$ cat config.mk
export PLATFORM = sky130hd
export DESIGN_NAME = msk_and_ghpc_sched
export DESIGN_NICKNAME = d
export VERILOG_FILES = /design/src/rtl/msk_sched_pkg.sv /design/src/rtl/msk_rr_arbiter.sv /design/src/rtl/msk_and_ghpc_sched.sv
export SDC_FILE = /design/constraint.sdc
export NUM_CORES = 1
export LEC_CHECK = 0
export ABC_AREA = 1
export CAP_MARGIN = 15
export CELL_PAD_IN_SITES_DETAIL_PLACEMENT = 0
export CELL_PAD_IN_SITES_GLOBAL_PLACEMENT = 2
export CORE_UTILIZATION = 35
export CTS_CLUSTER_SIZE = 24
export DETAILED_ROUTE_END_ITERATION = 10
export DONT_BUFFER_PORTS = 1
export GPL_ROUTABILITY_DRIVEN = 0
export PLACE_DENSITY_LB_ADDON = 0.1
export SLEW_MARGIN = 10
export SYNTH_ARGS = -nofsm -noshare
export SYNTH_HDL_FRONTEND = slang
export SYNTH_HIERARCHICAL = 1
export SYNTH_SLANG_ARGS = --single-unit
export TNS_END_PERCENT = 1
$ cat constraint.sdc
create_clock -name clk -period 3.1 [get_ports clk]
set_input_delay 0.62 -clock clk [delete_from_list [all_inputs] [get_ports clk]]
set_output_delay 0.62 -clock clk [all_outputs]
set_load 0.02 [all_outputs]
$ cat src/rtl/msk_sched_pkg.sv
// Shared constants for the masked AND gadget scheduler: share/randomness widths
// and queue depths, plus the id-width helper used by the top and the arbiter.
package msk_sched_pkg;

  localparam int RND_W     = 4;
  localparam int NSHARES   = 2;
  localparam int RSP_DEPTH = 2;
  localparam int RND_DEPTH = 2;

  // Never narrower than one bit, so a 2-requester build still has a usable id.
  function automatic int id_width(input int n);
    return (n <= 2) ? 1 : $clog2(n);
  endfunction

endpackage

$ cat src/rtl/msk_rr_arbiter.sv
// One-hot round-robin arbiter: the search starts at ptr and wraps modulo NREQ;
// ptr moves past the winner only on cycles where the grant is actually used.
module msk_rr_arbiter
  import msk_sched_pkg::*;
#(
  parameter int NREQ = 4,
  parameter int IDW  = id_width(NREQ)
) (
  input  logic            clk,
  input  logic            rst_n,
  input  logic [NREQ-1:0] req,
  input  logic            advance,
  output logic [NREQ-1:0] grant,
  output logic [IDW-1:0]  grant_idx,
  output logic            any_req
);

  logic [IDW-1:0] ptr;
  logic           found;

  function automatic logic [IDW-1:0] wrap_idx(input logic [IDW-1:0] p, input int j);
    int s;
    s = int'(p) + j;
    if (s >= NREQ) s = s - NREQ;
    return IDW'(s);
  endfunction

  assign any_req = |req;

  always_comb begin
    grant     = '0;
    grant_idx = '0;
    found     = 1'b0;
    for (int j = 0; j < NREQ; j++) begin
      if (!found && req[wrap_idx(ptr, j)]) begin
        found                  = 1'b1;
        grant[wrap_idx(ptr, j)] = 1'b1;
        grant_idx              = wrap_idx(ptr, j);
      end
    end
  end

  always_ff @(posedge clk or negedge rst_n) begin
    if (!rst_n) begin
      ptr <= '0;
    end else if (advance) begin
      ptr <= (int'(grant_idx) == NREQ - 1) ? '0 : grant_idx + IDW'(1);
    end
  end

endmodule

$ cat src/rtl/msk_and_ghpc_sched.sv
// Time-shares one 2-share GHPC masked AND gadget between NREQ requesters, feeding
// it one fresh PRNG word per op and returning tagged results in issue order.
//
// Handshakes: every channel transfers on a cycle where valid && ready are both 1.
// req_ready is a one-hot grant that is only raised for a requester whose
// req_valid is high; rnd_ready and rsp_valid depend only on registered counts.
module msk_and_ghpc_sched
  import msk_sched_pkg::*;
#(
  parameter int NREQ = 4,
  parameter int IDW  = id_width(NREQ)
) (
  input  logic                      clk,
  input  logic                      rst_n,
  input  logic [NREQ-1:0]           req_valid,
  output logic [NREQ-1:0]           req_ready,
  input  logic [NSHARES*NREQ-1:0]   req_a,
  input  logic [NSHARES*NREQ-1:0]   req_b,
  input  logic                      rnd_valid,
  output logic                      rnd_ready,
  input  logic [RND_W-1:0]          rnd_data,
  output logic [NSHARES-1:0]        g_ina,
  output logic [NSHARES-1:0]        g_inb,
  output logic [RND_W-1:0]          g_rnd,
  input  logic [NSHARES-1:0]        g_out,
  output logic                      rsp_valid,
  input  logic                      rsp_ready,
  output logic [IDW-1:0]            rsp_id,
  output logic [NSHARES-1:0]        rsp_share,
  output logic                      busy
);

  // Randomness buffer (2 entries, 1-bit pointers)
  logic [RND_W-1:0] rnd_mem [RND_DEPTH];
  logic             rnd_wr, rnd_rd;
  logic [1:0]       rnd_cnt;
  logic             rnd_push, rnd_pop;

  // Response FIFO (2 entries, 1-bit pointers)
  logic [NSHARES-1:0] rsp_mem_share [RSP_DEPTH];
  logic [IDW-1:0]     rsp_mem_id    [RSP_DEPTH];
  logic               rsp_wr, rsp_rd;
  logic [1:0]         rsp_cnt;
  logic               rsp_push, rsp_pop;

  logic               inflight;
  logic [IDW-1:0]     id_d;
  logic [2:0]         rsp_used;
  logic               credit_ok;
  logic               issue;

  logic [NREQ-1:0]    grant;
  logic [IDW-1:0]     grant_idx;
  logic               any_req;

  msk_rr_arbiter #(
    .NREQ (NREQ),
    .IDW  (IDW)
  ) u_arb (
    .clk       (clk),
    .rst_n     (rst_n),
    .req       (req_valid),
    .advance   (issue),
    .grant     (grant),
    .grant_idx (grant_idx),
    .any_req   (any_req)
  );

  assign rnd_ready = (rnd_cnt < 2'(RND_DEPTH));
  assign rnd_push  = rnd_valid && rnd_ready;
  assign rnd_pop   = issue;

  assign rsp_valid = (rsp_cnt != 2'd0);
  assign rsp_pop   = rsp_valid && rsp_ready;
  assign rsp_push  = inflight;
  assign rsp_id    = rsp_mem_id[rsp_rd];
  assign rsp_share = rsp_mem_share[rsp_rd];

  // An in-flight op already owns a FIFO slot; a same-cycle pop frees one early.
  assign rsp_used  = {1'b0, rsp_cnt} + {2'b0, inflight} - {2'b0, rsp_pop};
  assign credit_ok = (rsp_used < 3'(RSP_DEPTH));
  assign issue     = any_req && (rnd_cnt != 2'd0) && credit_ok;

  assign req_ready = issue ? grant : '0;
  assign g_rnd     = issue ? rnd_mem[rnd_rd] : '0;

  // AND-OR share mux: with no issue every select is 0, so nothing leaks out.
  always_comb begin
    g_ina = '0;
    g_inb = '0;
    for (int i = 0; i < NREQ; i++) begin
      g_ina = g_ina | ({NSHARES{issue & grant[i]}} & req_a[NSHARES*i +: NSHARES]);
      g_inb = g_inb | ({NSHARES{issue & grant[i]}} & req_b[NSHARES*i +: NSHARES]);
    end
  end

  assign busy = inflight || (rsp_cnt != 2'd0) || (rnd_cnt != 2'd0);

  always_ff @(posedge clk or negedge rst_n) begin
    if (!rst_n) begin
      rnd_wr  <= 1'b0;
      rnd_rd  <= 1'b0;
      rnd_cnt <= 2'd0;
      for (int i = 0; i < RND_DEPTH; i++) rnd_mem[i] <= '0;
    end else begin
      if (rnd_push) begin
        rnd_mem[rnd_wr] <= rnd_data;
        rnd_wr          <= ~rnd_wr;
      end
      if (rnd_pop) rnd_rd <= ~rnd_rd;
      case ({rnd_push, rnd_pop})
        2'b10:   rnd_cnt <= rnd_cnt + 2'd1;
        2'b01:   rnd_cnt <= rnd_cnt - 2'd1;
        default: rnd_cnt <= rnd_cnt;
      endcase
    end
  end

  always_ff @(posedge clk or negedge rst_n) begin
    if (!rst_n) begin
      inflight <= 1'b0;
      id_d     <= '0;
    end else begin
      inflight <= issue;
      if (issue) id_d <= grant_idx;
    end
  end

  always_ff @(posedge clk or negedge rst_n) begin
    if (!rst_n) begin
      rsp_wr  <= 1'b0;
      rsp_rd  <= 1'b0;
      rsp_cnt <= 2'd0;
      for (int i = 0; i < RSP_DEPTH; i++) begin
        rsp_mem_share[i] <= '0;
        rsp_mem_id[i]    <= '0;
      end
    end else begin
      if (rsp_push) begin
        rsp_mem_share[rsp_wr] <= g_out;
        rsp_mem_id[rsp_wr]    <= id_d;
        rsp_wr                <= ~rsp_wr;
      end
      if (rsp_pop) rsp_rd <= ~rsp_rd;
      case ({rsp_push, rsp_pop})
        2'b10:   rsp_cnt <= rsp_cnt + 2'd1;
        2'b01:   rsp_cnt <= rsp_cnt - 2'd1;
        default: rsp_cnt <= rsp_cnt;
      endcase
    end
  end

endmodule

[Yosys cells after proc, flatten, opt, wreduce, memory -nomap -nowiden]
Cells that the tools add are included.
Word-level totals
  RAM bits: 0
  memories kept: 0
  latch bits: 0
  bits of input ports: 30
  word-level logic and storage cells: 166
  output and inout port bits: 19
  register bits: 29
  memory bits (read-only): 0
Operators by class
  equality and inequality tests: 5
  shift operators: 0
  add/subtract/negate cells: 14
  multipliers: 0
  bitwise gates (word level): 29
  div/mod/pow operators: 0
  reductions and logical operators: 23
  muxes and demuxes: 56
  $lt $le $gt $ge: 24
Operators by type and width (count)
  2-bit two-way mux: 20
  4-bit two-way mux: 10
  2-bit by 3-bit < comparator with 1-bit output (second input constant): 8
  2-bit AND: 8
  1-bit logical AND: 13
  2-bit bitwise OR: 6
  4-bit bitwise OR: 3
  2-bit by 1-bit subtractor with 2-bit output (second input constant): 6
  1-bit two-way mux: 11
  3-bit >= comparator (second input constant): 3
  1-bit binary-select mux with 2-bit select: 4
  4-bit bitwise mux: 2
  8-bit bitwise mux: 1
  1-bit demux with 2-bit select: 4
  2-bit by 1-bit >= comparator with 1-bit output (second input constant): 4
  2-bit >= comparator (second input constant): 4
  1-bit NOT with 2-bit output: 4
  2-bit case mux with 2 select lines: 2
  2-bit nonzero test: 4
  2-bit by 1-bit adder with 2-bit output (second input constant): 3
  2-bit by 2-bit adder with 3-bit output (second input constant): 2
  2-bit by 1-bit equality test with 1-bit output (second input constant): 3
  1-bit AND: 4
  4-bit demux with 1-bit select: 1
  other kinds (13): 21

[Longest topological paths before layout]
Gate-level depths: netlist of the first run.
  word-level depth: 25
  depth in mapped cells: 16
  mapped depth without buffers: 16

[Modules after synthesis]
Netlist of the first run, hierarchy kept.
By module, submodules not included
  msk_and_ghpc_sched: area each 1511.4 µm², seq. area each 675.6 µm², times used 1, cells an instance 193
  msk_rr_arbiter: area each 524.3 µm², seq. area each 50.0 µm², times used 1, cells an instance 88

[Worst setup path before layout of the first run]
OpenSTA, ideal clock, no wires.
  path kind: flip-flop to output port
  start point: reg rsp_cnt[1]
  end point: out g_rnd[0]
  path buffers: 0
  required time: 2480 ps
  stages on the path, launching flop included: 12
  data arrival time: 2215 ps
  path slack: 265 ps
  path through: dfrtp_1 -> inv_2 -> nand2_1 -> nand2_1 -> nand2_1 -> nand2_1 -> nand2_1 -> fa_1 -> nand2_2 -> nor2_8 -> nand2_4 -> a21oi_1
On the way
  word-level cells in the longest chain between the ends: 6
  elaborated cells between the ends (all ways): 7
  those cells by class: add/sub: 2; order compare: 1; mux: 1; reduce/logical: 3
Ends and longest elaborated chain
  start, declared: RTL line msk_and_ghpc_sched.sv:43  | logic [1:0] rsp_cnt;
  start signal, assigned: RTL line msk_and_ghpc_sched.sv:146  | 2'b10: rsp_cnt <= rsp_cnt + 2'd1;
  start signal, assigned: RTL line msk_and_ghpc_sched.sv:147  | 2'b01: rsp_cnt <= rsp_cnt - 2'd1;
  start signal, assigned: RTL line msk_and_ghpc_sched.sv:148  | default: rsp_cnt <= rsp_cnt;
  2-bit nonzero test: RTL line msk_and_ghpc_sched.sv:73  | assign rsp_valid = (rsp_cnt != 2'd0);
  via rsp_valid: RTL line msk_and_ghpc_sched.sv:26  | output logic rsp_valid,
  1-bit logical AND: RTL line msk_and_ghpc_sched.sv:74  | assign rsp_pop = rsp_valid && rsp_ready;
  3-bit by 1-bit subtractor with 3-bit output: RTL line msk_and_ghpc_sched.sv:80  | assign rsp_used = {1'b0, rsp_cnt} + {2'b0, inflight} - {2'b0, rsp_pop};
  3-bit by 2-bit < comparator with 1-bit output: RTL line msk_and_ghpc_sched.sv:81  | assign credit_ok = (rsp_used < 3'(RSP_DEPTH));
  1-bit logical AND: RTL line msk_and_ghpc_sched.sv:82  | assign issue = any_req && (rnd_cnt != 2'd0) && credit_ok;
  4-bit two-way mux: RTL line msk_and_ghpc_sched.sv:85  | assign g_rnd = issue ? rnd_mem[rnd_rd] : '0;
  end, declared: RTL line msk_and_ghpc_sched.sv:24  | output logic [RND_W-1:0] g_rnd,
The timed path passes the listed nets, and every way through them passes these cells.

[Final worst setup path of the first run]
  start point: reg rsp_cnt[1]
  end point: out g_inb[1]
On the way
  word-level cells in the longest chain between the ends: 10
  elaborated cells between the ends (all ways): 17
  those cells by class: add/sub: 2; order compare: 1; bitwise: 11; reduce/logical: 3
Ends and longest elaborated chain
  parallel branches: the longest is 2 deep, another holds 2-bit by 1-bit adder with 3-bit output
  3-bit by 1-bit subtractor with 3-bit output *: RTL line msk_and_ghpc_sched.sv:80
  3-bit by 2-bit < comparator with 1-bit output *: RTL line msk_and_ghpc_sched.sv:81
  1-bit logical AND *: RTL line msk_and_ghpc_sched.sv:82
  1-bit AND: RTL line msk_and_ghpc_sched.sv:93  | g_inb = g_inb | ({NSHARES{issue & grant[i]}} & req_b[NSHARES*i +: NSHARES]);
  2-bit AND: RTL line msk_and_ghpc_sched.sv:93
  2-bit bitwise OR (2 in series): RTL line msk_and_ghpc_sched.sv:93
  2-bit bitwise OR *: RTL line msk_and_ghpc_sched.sv:93
  end, declared: RTL line msk_and_ghpc_sched.sv:23  | output logic [NSHARES-1:0] g_inb,
Mark *: on every way between the ends.

==> impl_results.html, run 1 <==
<table>
<tr><th>Metric</th><th>Value</th></tr>
<tr><th colspan="2">Placement</th></tr>
<tr><td>DP Wirelength</td><td>about 3.3 mm</td></tr>
<tr><td>Post-detailed-placement cell area</td><td>about 0.0022 mm^2</td></tr>
<tr><td>IO buf count</td><td>0</td></tr>
<tr><td>DP Cell Count</td><td>about 360</td></tr>
<tr><th colspan="2">STA</th></tr>
<tr><td>Max transition margin</td><td>around 60%</td></tr>
<tr><td>Tightest hold margin</td><td>roughly 0.035 ns</td></tr>
<tr><td>Period utilisation layout</td><td>a little over nine tenths</td></tr>
<tr><td># setup viols final</td><td>0</td></tr>
<tr><td>Final hold violation count</td><td>0</td></tr>
<tr><td>Final critical delay including setup and external delays</td><td>2.91 ns</td></tr>
<tr><td>Final number of max-transition violations</td><td>0</td></tr>
<tr><td>Fin Clk Skew</td><td>a little under 0.005 ns</td></tr>
<tr><td>Max Freq</td><td>roughly 340 MHz</td></tr>
<tr><td>Tightest Pin Transition</td><td>between 0.6 and 0.7 ns</td></tr>
<tr><th colspan="2">Drt</th></tr>
<tr><td>Via count normalized by instance count</td><td>between 4 and 5</td></tr>
<tr><td>DRC viols</td><td>0</td></tr>
<tr><td>Count of routing violations after the opening detailed-route iteration</td><td>54</td></tr>
<tr><td>Detailed Routing Iterations Pass 1</td><td>4</td></tr>
<tr><td>Detail Route Antenna Nets</td><td>0</td></tr>
<tr><td>Detail-routed net length per standard cell</td><td>between 10 and 15 um</td></tr>
<tr><td>Vias after detailed routing</td><td>1770</td></tr>
<tr><td>Final Routed Wirelength</td><td>4.30 mm</td></tr>
<tr><th colspan="2">Logic synthesis</th></tr>
<tr><td>Post-Syn Area</td><td>just over 0.002 mm^2</td></tr>
<tr><td>Number of cells produced by synthesis</td><td>around 280</td></tr>
<tr><td>Syn avg cell area</td><td>7.24 um^2</td></tr>
<tr><td>Number of warnings reported in the yosys synthesis log</td><td>6</td></tr>
<tr><td>Number of register bits inferred by synthesis</td><td>29</td></tr>
<tr><td>Number of unique standard cell types used by synthesis</td><td>29</td></tr>
<tr><td>Synthesized Nets</td><td>319</td></tr>
<tr><td>Sequential-to-total area share from yosys stat</td><td>a little over a third</td></tr>
<tr><th colspan="2">Setup path</th></tr>
<tr><td>Most Frequent Cell on Critical Path</td><td>sky130_fd_sc_hd__nand2_2</td></tr>
<tr><td>Worst endpoint data arrival time</td><td>about 2.3 ns</td></tr>
<tr><td>Nature of the critical path endpoint</td><td>output pin</td></tr>
<tr><td>Register-to-register setup slack</td><td>0.58 ns</td></tr>
<tr><td>Crit-path max FO</td><td>5</td></tr>
<tr><td>Worst Setup Path Type</td><td>flip-flop to output pin</td></tr>
<tr><td>Origin of the critical flop-to-flop path</td><td>rsp_cnt[1]</td></tr>
<tr><td>Series of cell instances along the critical path</td><td>inv_2, nand2_2, nand2_2, nand2_2, nand2_2, nand2_2, fa_1, nand2_2, nor2_8, buf_4, nand4_1, nand2_1, inv_1, nand2_2</td></tr>
<tr><td>Data required time of the worst path</td><td>between 2 and 2.5 ns</td></tr>
<tr><td>Cell count of the worst reg-to-reg path</td><td>15</td></tr>
<tr><td>Setup crit start kind</td><td>flip-flop</td></tr>
<tr><td>Slowest stage cell on the critical path</td><td>sky130_fd_sc_hd__fa_1</td></tr>
<tr><td>Worst r2r dst</td><td>rnd_cnt[1]</td></tr>
<tr><td>Max stage delay on crit path</td><td>a little under 0.5 ns</td></tr>
<tr><th colspan="2">Run status</th></tr>
<tr><td>Status</td><td>completed</td></tr>
<tr><th colspan="2">Floorplanning</th></tr>
<tr><td>Die Footprint</td><td>roughly 0.0061 mm^2</td></tr>
<tr><td>Site row count</td><td>27</td></tr>
<tr><td>Initial core utilization</td><td>36.7%</td></tr>
<tr><td>Floorplan core area</td><td>around 0.0055 mm^2</td></tr>
<tr><td>Ports</td><td>49</td></tr>
<tr><td>Die boundary height</td><td>approximately 78 um</td></tr>
<tr><td>Width of the die</td><td>between 70 and 80 um</td></tr>
<tr><th colspan="2">Final layout</th></tr>
<tr><td>Leading cell types in the layout, fill and taps excluded</td><td>91 x sky130_fd_sc_hd__nand2_1, 35 x sky130_fd_sc_hd__inv_1, 28 x sky130_fd_sc_hd__dfrtp_1</td></tr>
<tr><td># nets final</td><td>about 340</td></tr>
<tr><td>Antenna diode count</td><td>0</td></tr>
<tr><td>Commonest non-fill, non-tap cell in the layout</td><td>sky130_fd_sc_hd__nand2_1</td></tr>
<tr><td>Share of cells above drive strength 1</td><td>24.4%</td></tr>
<tr><td>Number of standard cells in the final layout excluding fillers</td><td>379</td></tr>
<tr><td>Post-route cell area</td><td>about 0.0024 mm^2</td></tr>
<tr><td>Layout area overhead</td><td>16.6%</td></tr>
<tr><td>Post-layout util</td><td>42.8%</td></tr>
<tr><th colspan="2">Power</th></tr>
<tr><td>Power density over cell area</td><td>roughly 1300 mW/mm^2</td></tr>
<tr><td>Worst voltage drop across the vdd grid</td><td>around 470 uV</td></tr>
<tr><td>Static power due to leakage</td><td>around 1.3 nW</td></tr>
<tr><th colspan="2">Global routing</th></tr>
<tr><td>Wire length of the first global-routing pass</td><td>between 7 and 8 mm</td></tr>
<tr><td>Initial antenna violation count</td><td>0</td></tr>
<tr><td>Vias in the first global route</td><td>between 1500 and 2000</td></tr>
<tr><td>Overflow after GRT</td><td>0</td></tr>
<tr><td>Pin count of the biggest net entering global routing</td><td>30</td></tr>
<tr><td>Tot GR Track Use</td><td>16.0%</td></tr>
<tr><th colspan="2">Flow run</th></tr>
<tr><td>Max-cap violation count</td><td>0</td></tr>
<tr><th colspan="2">CTS</th></tr>
<tr><td>Clock transition at the registers of the reported paths</td><td>about 0.06 ns</td></tr>
<tr><td>Clock Tree Root</td><td>sky130_fd_sc_hd__clkbuf_8</td></tr>
<tr><td>Total clock sinks</td><td>29</td></tr>
<tr><td>Insertion delay of the later-clocked pin in the worst-skew pair</td><td>0.27 ns</td></tr>
<tr><td>Max H-tree Level</td><td>2</td></tr>
<tr><td>Number of CTS-inserted buffers</td><td>5</td></tr>
<tr><td>Max Root-Sink Buffers</td><td>2</td></tr>
<tr><td>Hold buffer count at cts</td><td>0</td></tr>
<tr><td>Clock tree from TritonCTS</td><td>yes</td></tr>
<tr><th colspan="2">Worst hold path</th></tr>
<tr><td>Path type of the worst min-delay path</td><td>input port to asynchronous set/reset pin</td></tr>
</table>
report_power, final:
group	total (mW)	internal [mW]	switching [mW]
sequential	0.688	0.568	0.121
combinational	2.08	0.750	1.33
clock	0.286	0.155	0.131
synthesized netlist by cell type:
library cell | instances | share of area, %
sky130_fd_sc_hd__nand2_1 | 100 | 18
sky130_fd_sc_hd__inv_1 | 36 | 6.6
sky130_fd_sc_hd__dfrtp_1 | 29 | 36
sky130_fd_sc_hd__nand4_1 | 18 | 5.5
sky130_fd_sc_hd__o21ai_0 | 11 | 2.7
sky130_fd_sc_hd__nand2_2 | 10 | 3.1
sky130_fd_sc_hd__nand3_1 | 9 | 2.2
sky130_fd_sc_hd__a21oi_1 | 7 | 1.7
sky130_fd_sc_hd__ha_1 | 7 | 4.3
sky130_fd_sc_hd__nor2_1 | 7 | 1.3
sky130_fd_sc_hd__o21ai_1 | 7 | 1.7
sky130_fd_sc_hd__inv_2 | 6 | 1.1
sky130_fd_sc_hd__nor2_2 | 4 | 1.2
sky130_fd_sc_hd__o21ai_2 | 4 | 1.7
sky130_fd_sc_hd__xor2_1 | 4 | 1.7
sky130_fd_sc_hd__nand2_4 | 3 | 1.7
sky130_fd_sc_hd__nand3_2 | 3 | 1.5
sky130_fd_sc_hd__a22oi_1 | 2 | 0.74
sky130_fd_sc_hd__buf_2 | 2 | 0.49
sky130_fd_sc_hd__nor2_4 | 2 | 1.1
sky130_fd_sc_hd__or2_0 | 2 | 0.61
sky130_fd_sc_hd__a31oi_1 | 1 | 0.31
sky130_fd_sc_hd__buf_6 | 1 | 0.55
sky130_fd_sc_hd__buf_8 | 1 | 0.74
sky130_fd_sc_hd__fa_1 | 1 | 0.98
sky130_fd_sc_hd__nor2_8 | 1 | 0.98
sky130_fd_sc_hd__nor3_2 | 1 | 0.49
sky130_fd_sc_hd__o31ai_1 | 1 | 0.37
sky130_fd_sc_hd__xnor2_1 | 1 | 0.43
how the worst max path moves through the flow:
stage                     from  slack [ns]        to
floorplan           rsp_cnt[1]        0.26  g_rnd[0]
CTS                 rsp_cnt[1]        0.02  g_ina[0]
detailed placement   rsp_ready        0.20  g_rnd[1]
global route        rsp_cnt[1]       -0.01  g_ina[0]
finish              rsp_cnt[1]        0.19  g_inb[1]
global placement     rsp_ready        0.21  g_rnd[1]
cells by family (layout without fill, tap and decap cells):
kind of cell             after synthesis  in the layout  share of synthesized area (%)
AND/OR/NAND/NOR                      160            160                           38.1
buffers and inverters                 46             72                           9.53
AO/OA/AOI/OAI                         33             33                           9.28
flip-flops                            29             29                           35.6
adder cells (fa/ha/maj)                8              8                           5.29
XOR/XNOR                               5              5                           2.15
per-stage QoR:
| step | power [mW] | TNS, ns | setup WS (ns) |
|---|---|---|---|
| global placement | 2.64 | 0 | 0.214 |
| global route | 3.42 | -0.0117 | -0.0117 |
| floorplan | 2.26 | 0 | 0.265 |
| CTS | 2.99 | 0 | 0.0243 |
| finish | 3.05 | 0 | 0.193 |
| detailed placement | 2.63 | 0 | 0.203 |
layer usage:
layer / part of all wire, % / GRT usage [%] / vias up
li1: - / - / 946
met2: 45 / 24.9 / 33
met5: 0 / 0 / -
met1: 49 / 21.0 / 785
met4: 1.1 / 5.37 / 0
met3: 5.1 / 4.65 / 6
timing repair:
action                                  4_1_cts  5_1_grt
pin swaps                                     1        5
endpoints found under the hold margin         0        0
gates resized for setup                       1       13
buffers inserted                              3        5
endpoints found under the setup margin       12       12
sequential cells by signal, indices dropped and copies added (netlist names):
register	cells
u_arb/ptr	2
inflight	1
rsp_wr	1
rnd_cnt	2
rsp_rd	1
rnd_mem	8
rsp_mem_share	4
rnd_rd	1
rsp_cnt	2
id_d	2
rnd_wr	1
rsp_mem_id	4
layout make-up:
type,instances,area [um^2]
Fill cell,620,3170
Inverter,42,158
Clock buffer,6,72.6
Clock inverter,2,10.0
Multi-Input combinational cell,206,1140
Timing Repair Buffer,22,173
Sequential cell,29,727
Tap cell,72,90.1
critical path: cells and delay by family, from the launching register on:
kind                     cells  cell delay, ns
buffers and inverters        3            0.26
adder cells (fa/ha/maj)      1            0.49
flip-flops                   1            0.43
AND/OR/NAND/NOR             10            0.83
Power figures use the tool's default switching activity.
==> run 2: changes to the inputs <==
--- a/config.mk
+++ b/config.mk
@@ -9,12 +9,13 @@
 export CAP_MARGIN = 15
 export CELL_PAD_IN_SITES_DETAIL_PLACEMENT = 0
 export CELL_PAD_IN_SITES_GLOBAL_PLACEMENT = 2
+export CORE_ASPECT_RATIO = 0.9
 export CORE_UTILIZATION = 35
 export CTS_CLUSTER_SIZE = 24
 export DETAILED_ROUTE_END_ITERATION = 10
 export DONT_BUFFER_PORTS = 1
 export GPL_ROUTABILITY_DRIVEN = 0
-export PLACE_DENSITY_LB_ADDON = 0.1
+export PLACE_DENSITY_LB_ADDON = 0.3
 export SLEW_MARGIN = 10
 export SYNTH_ARGS = -nofsm -noshare
 export SYNTH_HDL_FRONTEND = slang
==> run 2 against run 1 <==
Effect of this change: clock-buffer cell count is 1 higher; flip-flop and latch count is the same; cell count shrank 2.4%; sequential power increased by 2%; via count grew 1.5%; critical path type unchanged.
==> impl_results.html, run 2 (synthesized netlist as in run 1, its figures left out) <==
<table>
<tr><th>Metric</th><th>Value</th></tr>
<tr><th colspan="2">Drt</th></tr>
<tr><td>Detailed Routing Iterations Pass 1</td><td>4 (unchanged)</td></tr>
<tr><td>Via count normalized by instance count</td><td>4.86 (+4.0%)</td></tr>
<tr><td>Vias after detailed routing</td><td>1797 (+1.5%)</td></tr>
<tr><td>DRC viols</td><td>0 (unchanged)</td></tr>
<tr><td>Count of routing violations after the opening detailed-route iteration</td><td>71 (+31%)</td></tr>
<tr><td>Final Routed Wirelength</td><td>4.36 mm (+1.2%)</td></tr>
<tr><td>Detail-routed net length per standard cell</td><td>11.8 um (+3.6%)</td></tr>
<tr><td>Detail Route Antenna Nets</td><td>0 (unchanged)</td></tr>
<tr><th colspan="2">Setup path</th></tr>
<tr><td>Worst Setup Path Type</td><td>flip-flop to output pin</td></tr>
<tr><td>Data required time of the worst path</td><td>2.48 ns (about the same)</td></tr>
<tr><td>Register-to-register setup slack</td><td>0.46 ns (-0.12 ns)</td></tr>
<tr><td>Worst endpoint data arrival time</td><td>2.37 ns (+0.08 ns)</td></tr>
<tr><td>Crit-path max FO</td><td>10 (+5)</td></tr>
<tr><td>Setup crit start kind</td><td>flip-flop</td></tr>
<tr><td>Nature of the critical path endpoint</td><td>output pin</td></tr>
<tr><th colspan="2">Global routing</th></tr>
<tr><td>Tot GR Track Use</td><td>15.6% (-0.34 points)</td></tr>
<tr><td>Pin count of the biggest net entering global routing</td><td>30 (unchanged)</td></tr>
<tr><td>Met3 global-route usage</td><td>5.03% (+0.38 points)</td></tr>
<tr><td>Wire length of the first global-routing pass</td><td>7.20 mm (-6.2%)</td></tr>
<tr><td>Overflow after GRT</td><td>0 (unchanged)</td></tr>
<tr><td>Global-route met1 utilization</td><td>19.8% (-1.2 points)</td></tr>
<tr><td>Vias in the first global route</td><td>1636 (-3.2%)</td></tr>
<tr><td>Initial antenna violation count</td><td>0 (unchanged)</td></tr>
<tr><td>Met2 Use GR</td><td>25.3% (+0.43 points)</td></tr>
<tr><td>Most Used Layer, Global Route</td><td>met2</td></tr>
<tr><th colspan="2">Final layout</th></tr>
<tr><td>Post-route cell area</td><td>0.00241 mm^2 (+1.5%)</td></tr>
<tr><td>Antenna diode count</td><td>0 (unchanged)</td></tr>
<tr><td>Leading cell types in the layout, fill and taps excluded</td><td>91 x sky130_fd_sc_hd__nand2_1, 34 x sky130_fd_sc_hd__inv_1, 27 x sky130_fd_sc_hd__dfrtp_1</td></tr>
<tr><td>Layout area overhead</td><td>18.4%</td></tr>
<tr><td>Commonest non-fill, non-tap cell in the layout</td><td>sky130_fd_sc_hd__nand2_1</td></tr>
<tr><td>Flip-flop count of the largest register after layout</td><td>8 (unchanged)</td></tr>
<tr><td>Number of fill cells in the layout</td><td>571 (-7.9%)</td></tr>
<tr><td># nets final</td><td>341 (-0.87%)</td></tr>
<tr><td>Share of cells above drive strength 1</td><td>26.7% (+2.3 points)</td></tr>
<tr><td>Post-layout util</td><td>44.5% (+1.7 points)</td></tr>
<tr><td>Largest registers ranked by flip-flop count</td><td>rnd_mem (8), rsp_mem_id (4), rsp_mem_share (4)</td></tr>
<tr><td>Most flops, register</td><td>rnd_mem</td></tr>
<tr><th colspan="2">STA</th></tr>
<tr><td>RSZ-0062 raised after global routing</td><td>yes</td></tr>
<tr><td>Max Freq</td><td>334 MHz (-2.9%)</td></tr>
<tr><td>Final hold violation count</td><td>0 (unchanged)</td></tr>
<tr><td>Fin Clk Skew</td><td>0.00309 ns (-0.00176 ns)</td></tr>
<tr><td>Setup WS post-layout</td><td>0.106 ns (-0.0869 ns)</td></tr>
<tr><td># setup viols final</td><td>0 (unchanged)</td></tr>
<tr><td>Period utilisation layout</td><td>96.6% (+2.8 points)</td></tr>
<tr><td>Final critical delay including setup and external delays</td><td>2.99 ns (+0.0869 ns)</td></tr>
<tr><td>Tightest Pin Transition</td><td>0.617 ns (-0.00877 ns)</td></tr>
<tr><td>Final number of max-transition violations</td><td>0 (unchanged)</td></tr>
<tr><td>Tightest hold margin</td><td>0.0334 ns (-0.00203 ns)</td></tr>
<tr><td>Max transition margin</td><td>58.9% (+0.58 points)</td></tr>
<tr><th colspan="2">Floorplanning</th></tr>
<tr><td>Initial core utilization</td><td>37.6% (+0.88 points)</td></tr>
<tr><td>Ports</td><td>49 (unchanged)</td></tr>
<tr><td>Width of the die</td><td>82.4 um (+5.3%)</td></tr>
<tr><td>Floorplan core area</td><td>0.00541 mm^2 (-2.3%)</td></tr>
<tr><td>Die Footprint</td><td>0.00613 mm^2 (about the same)</td></tr>
<tr><td>Die boundary height</td><td>74.4 um (-5.0%)</td></tr>
<tr><td>Site row count</td><td>25 (-7.4%)</td></tr>
<tr><th colspan="2">CTS</th></tr>
<tr><td>Max Root-Sink Buffers</td><td>2 (unchanged)</td></tr>
<tr><td>Clock transition at the registers of the reported paths</td><td>0.06 ns (about the same)</td></tr>
<tr><td>Number of CTS-inserted buffers</td><td>5 (unchanged)</td></tr>
<tr><td>Total clock sinks</td><td>29 (unchanged)</td></tr>
<tr><td>Insertion delay of the later-clocked pin in the worst-skew pair</td><td>0.28 ns (about the same)</td></tr>
<tr><td>Clock tree from TritonCTS</td><td>yes</td></tr>
<tr><td>Clock Tree Root</td><td>sky130_fd_sc_hd__clkbuf_8</td></tr>
<tr><td>Max H-tree Level</td><td>2 (unchanged)</td></tr>
<tr><th colspan="2">Worst hold path</th></tr>
<tr><td>Path type of the worst min-delay path</td><td>input port to asynchronous set/reset pin</td></tr>
<tr><th colspan="2">Run status</th></tr>
<tr><td>Status</td><td>completed</td></tr>
<tr><th colspan="2">Power</th></tr>
<tr><td>Total Power Consumption</td><td>3.15 mW (+3.1%)</td></tr>
<tr><td>Logic gate share of total power</td><td>68.1% (about the same)</td></tr>
<tr><td>Switching power of the nets</td><td>1.66 mW (+5.4%)</td></tr>
<tr><td>Power density over cell area</td><td>1310 mW/mm^2 (+1.6%)</td></tr>
<tr><td>Fraction of power spent switching nets</td><td>52.9% (+1.1 points)</td></tr>
<tr><td>Worst voltage drop across the vdd grid</td><td>575 uV (+22%)</td></tr>
<tr><td>Share of power burned in the clock network</td><td>9.6% (+0.2 points)</td></tr>
<tr><td>Internal power component</td><td>1.48 mW (+0.71%)</td></tr>
<tr><td>Static power due to leakage</td><td>1.24 nW (-1.3%)</td></tr>
<tr><td>Sequential fraction of design power</td><td>22.2% (-0.4 points)</td></tr>
<tr><th colspan="2">Placement</th></tr>
<tr><td>DP Wirelength</td><td>3.30 mm (-0.79%)</td></tr>
<tr><td>Worst slack, placed</td><td>0.182 ns (-0.0208 ns)</td></tr>
<tr><td>Post-detailed-placement cell area</td><td>0.00217 mm^2 (-0.97%)</td></tr>
<tr><td>IO buf count</td><td>0 (unchanged)</td></tr>
<tr><th colspan="2">Flow run</th></tr>
<tr><td>Max-cap violation count</td><td>0 (unchanged)</td></tr>
</table>
==> run 2: changes by cell type in the layout (fill, tap and decap cells not counted), moves of 2 or more <==
cell	previous run	this run
sky130_fd_sc_hd__nand2_2	19	17
sky130_fd_sc_hd__nor2_4	2	4
sky130_fd_sc_hd__clkinv_2	2	0
sky130_fd_sc_hd__nor2_2	4	6
sky130_fd_sc_hd__buf_4	20	15
sky130_fd_sc_hd__nor2_1	7	5
sky130_fd_sc_hd__a21oi_1	7	3
sky130_fd_sc_hd__a21oi_2	0	4
==> run 2: worst paths after layout <==
| path | startpoint | end | depth (start not counted) |
|---|---|---|---|
| hold reg to reg | rsp_mem_share[1] | rsp_mem_share[1] | 2 |
| max in group asynchronous | rst_n | u_arb/ptr[1] | 0 |
| setup / recovery | rsp_cnt[0] | g_rnd[2] | 12 |
| min in group clk | rsp_mem_share[1] | rsp_mem_share[1] | 2 |
| setup reg to reg | rsp_cnt[0] | rnd_cnt[1] | 15 |
| hold / removal | rst_n | rsp_mem_id[1] | 0 |
==> run 2: power groups by stage <==
stage          clock network (mW)  registers, mW  logic (mW)
2_1_floorplan                   0          0.684        1.57
5_1_grt                     0.331          0.723        2.43
3_3_place_gp                    0          0.707        1.90
6_report                    0.303          0.700        2.14
3_5_place_dp                    0          0.707        1.90
4_1_cts                     0.313          0.705        1.94
==> run 2: critical path, stage by stage (launching register included) <==
cell                      delay, ns
sky130_fd_sc_hd__dfrtp_1       0.42
sky130_fd_sc_hd__inv_2         0.09
sky130_fd_sc_hd__nand2_2       0.06
sky130_fd_sc_hd__nand2_2       0.07
sky130_fd_sc_hd__nand2_1       0.08
sky130_fd_sc_hd__nand2_2       0.08
sky130_fd_sc_hd__nand2_2       0.06
sky130_fd_sc_hd__fa_1          0.58
sky130_fd_sc_hd__nand2_4       0.11
sky130_fd_sc_hd__nor2_8        0.18
sky130_fd_sc_hd__nand2_8       0.10
sky130_fd_sc_hd__a21oi_2       0.11
sky130_fd_sc_hd__buf_4         0.15
==> run 2: per-stage QoR <==
step | std cells | setup TNS, ns
after floorplan | 281 | 0
after global placement | 356 | 0
after detailed placement | 356 | 0
after CTS | 364 | 0
after global routing | 370 | -0.568
final | 370 | 0
==> run 2: area by class of cell <==
class / instances / area, um^2 / area share (%)
inverters: 42 / 158 / 6.54
clock buffers: 7 / 86.3 / 3.58
flip-flops and latches: 29 / 728 / 30.2
well taps: 67 / 83.8 / 3.48
repair buffers: 17 / 135 / 5.61
multi-input cells: 208 / 1220 / 50.6
==> run 2: routing by layer <==
metal,share of wire [%],vias up
met5,0,-
met4,1.2,0
met3,6.1,6
met2,45,33
met1,48,814
li1,-,944
==> run 2: timing repair <==
action,CTS,global route
gates cloned,1,1
gates resized for setup,2,26
pin swaps,1,11
hold buffers,0,0
endpoints found under the setup margin,12,12
setup buffers,0,5
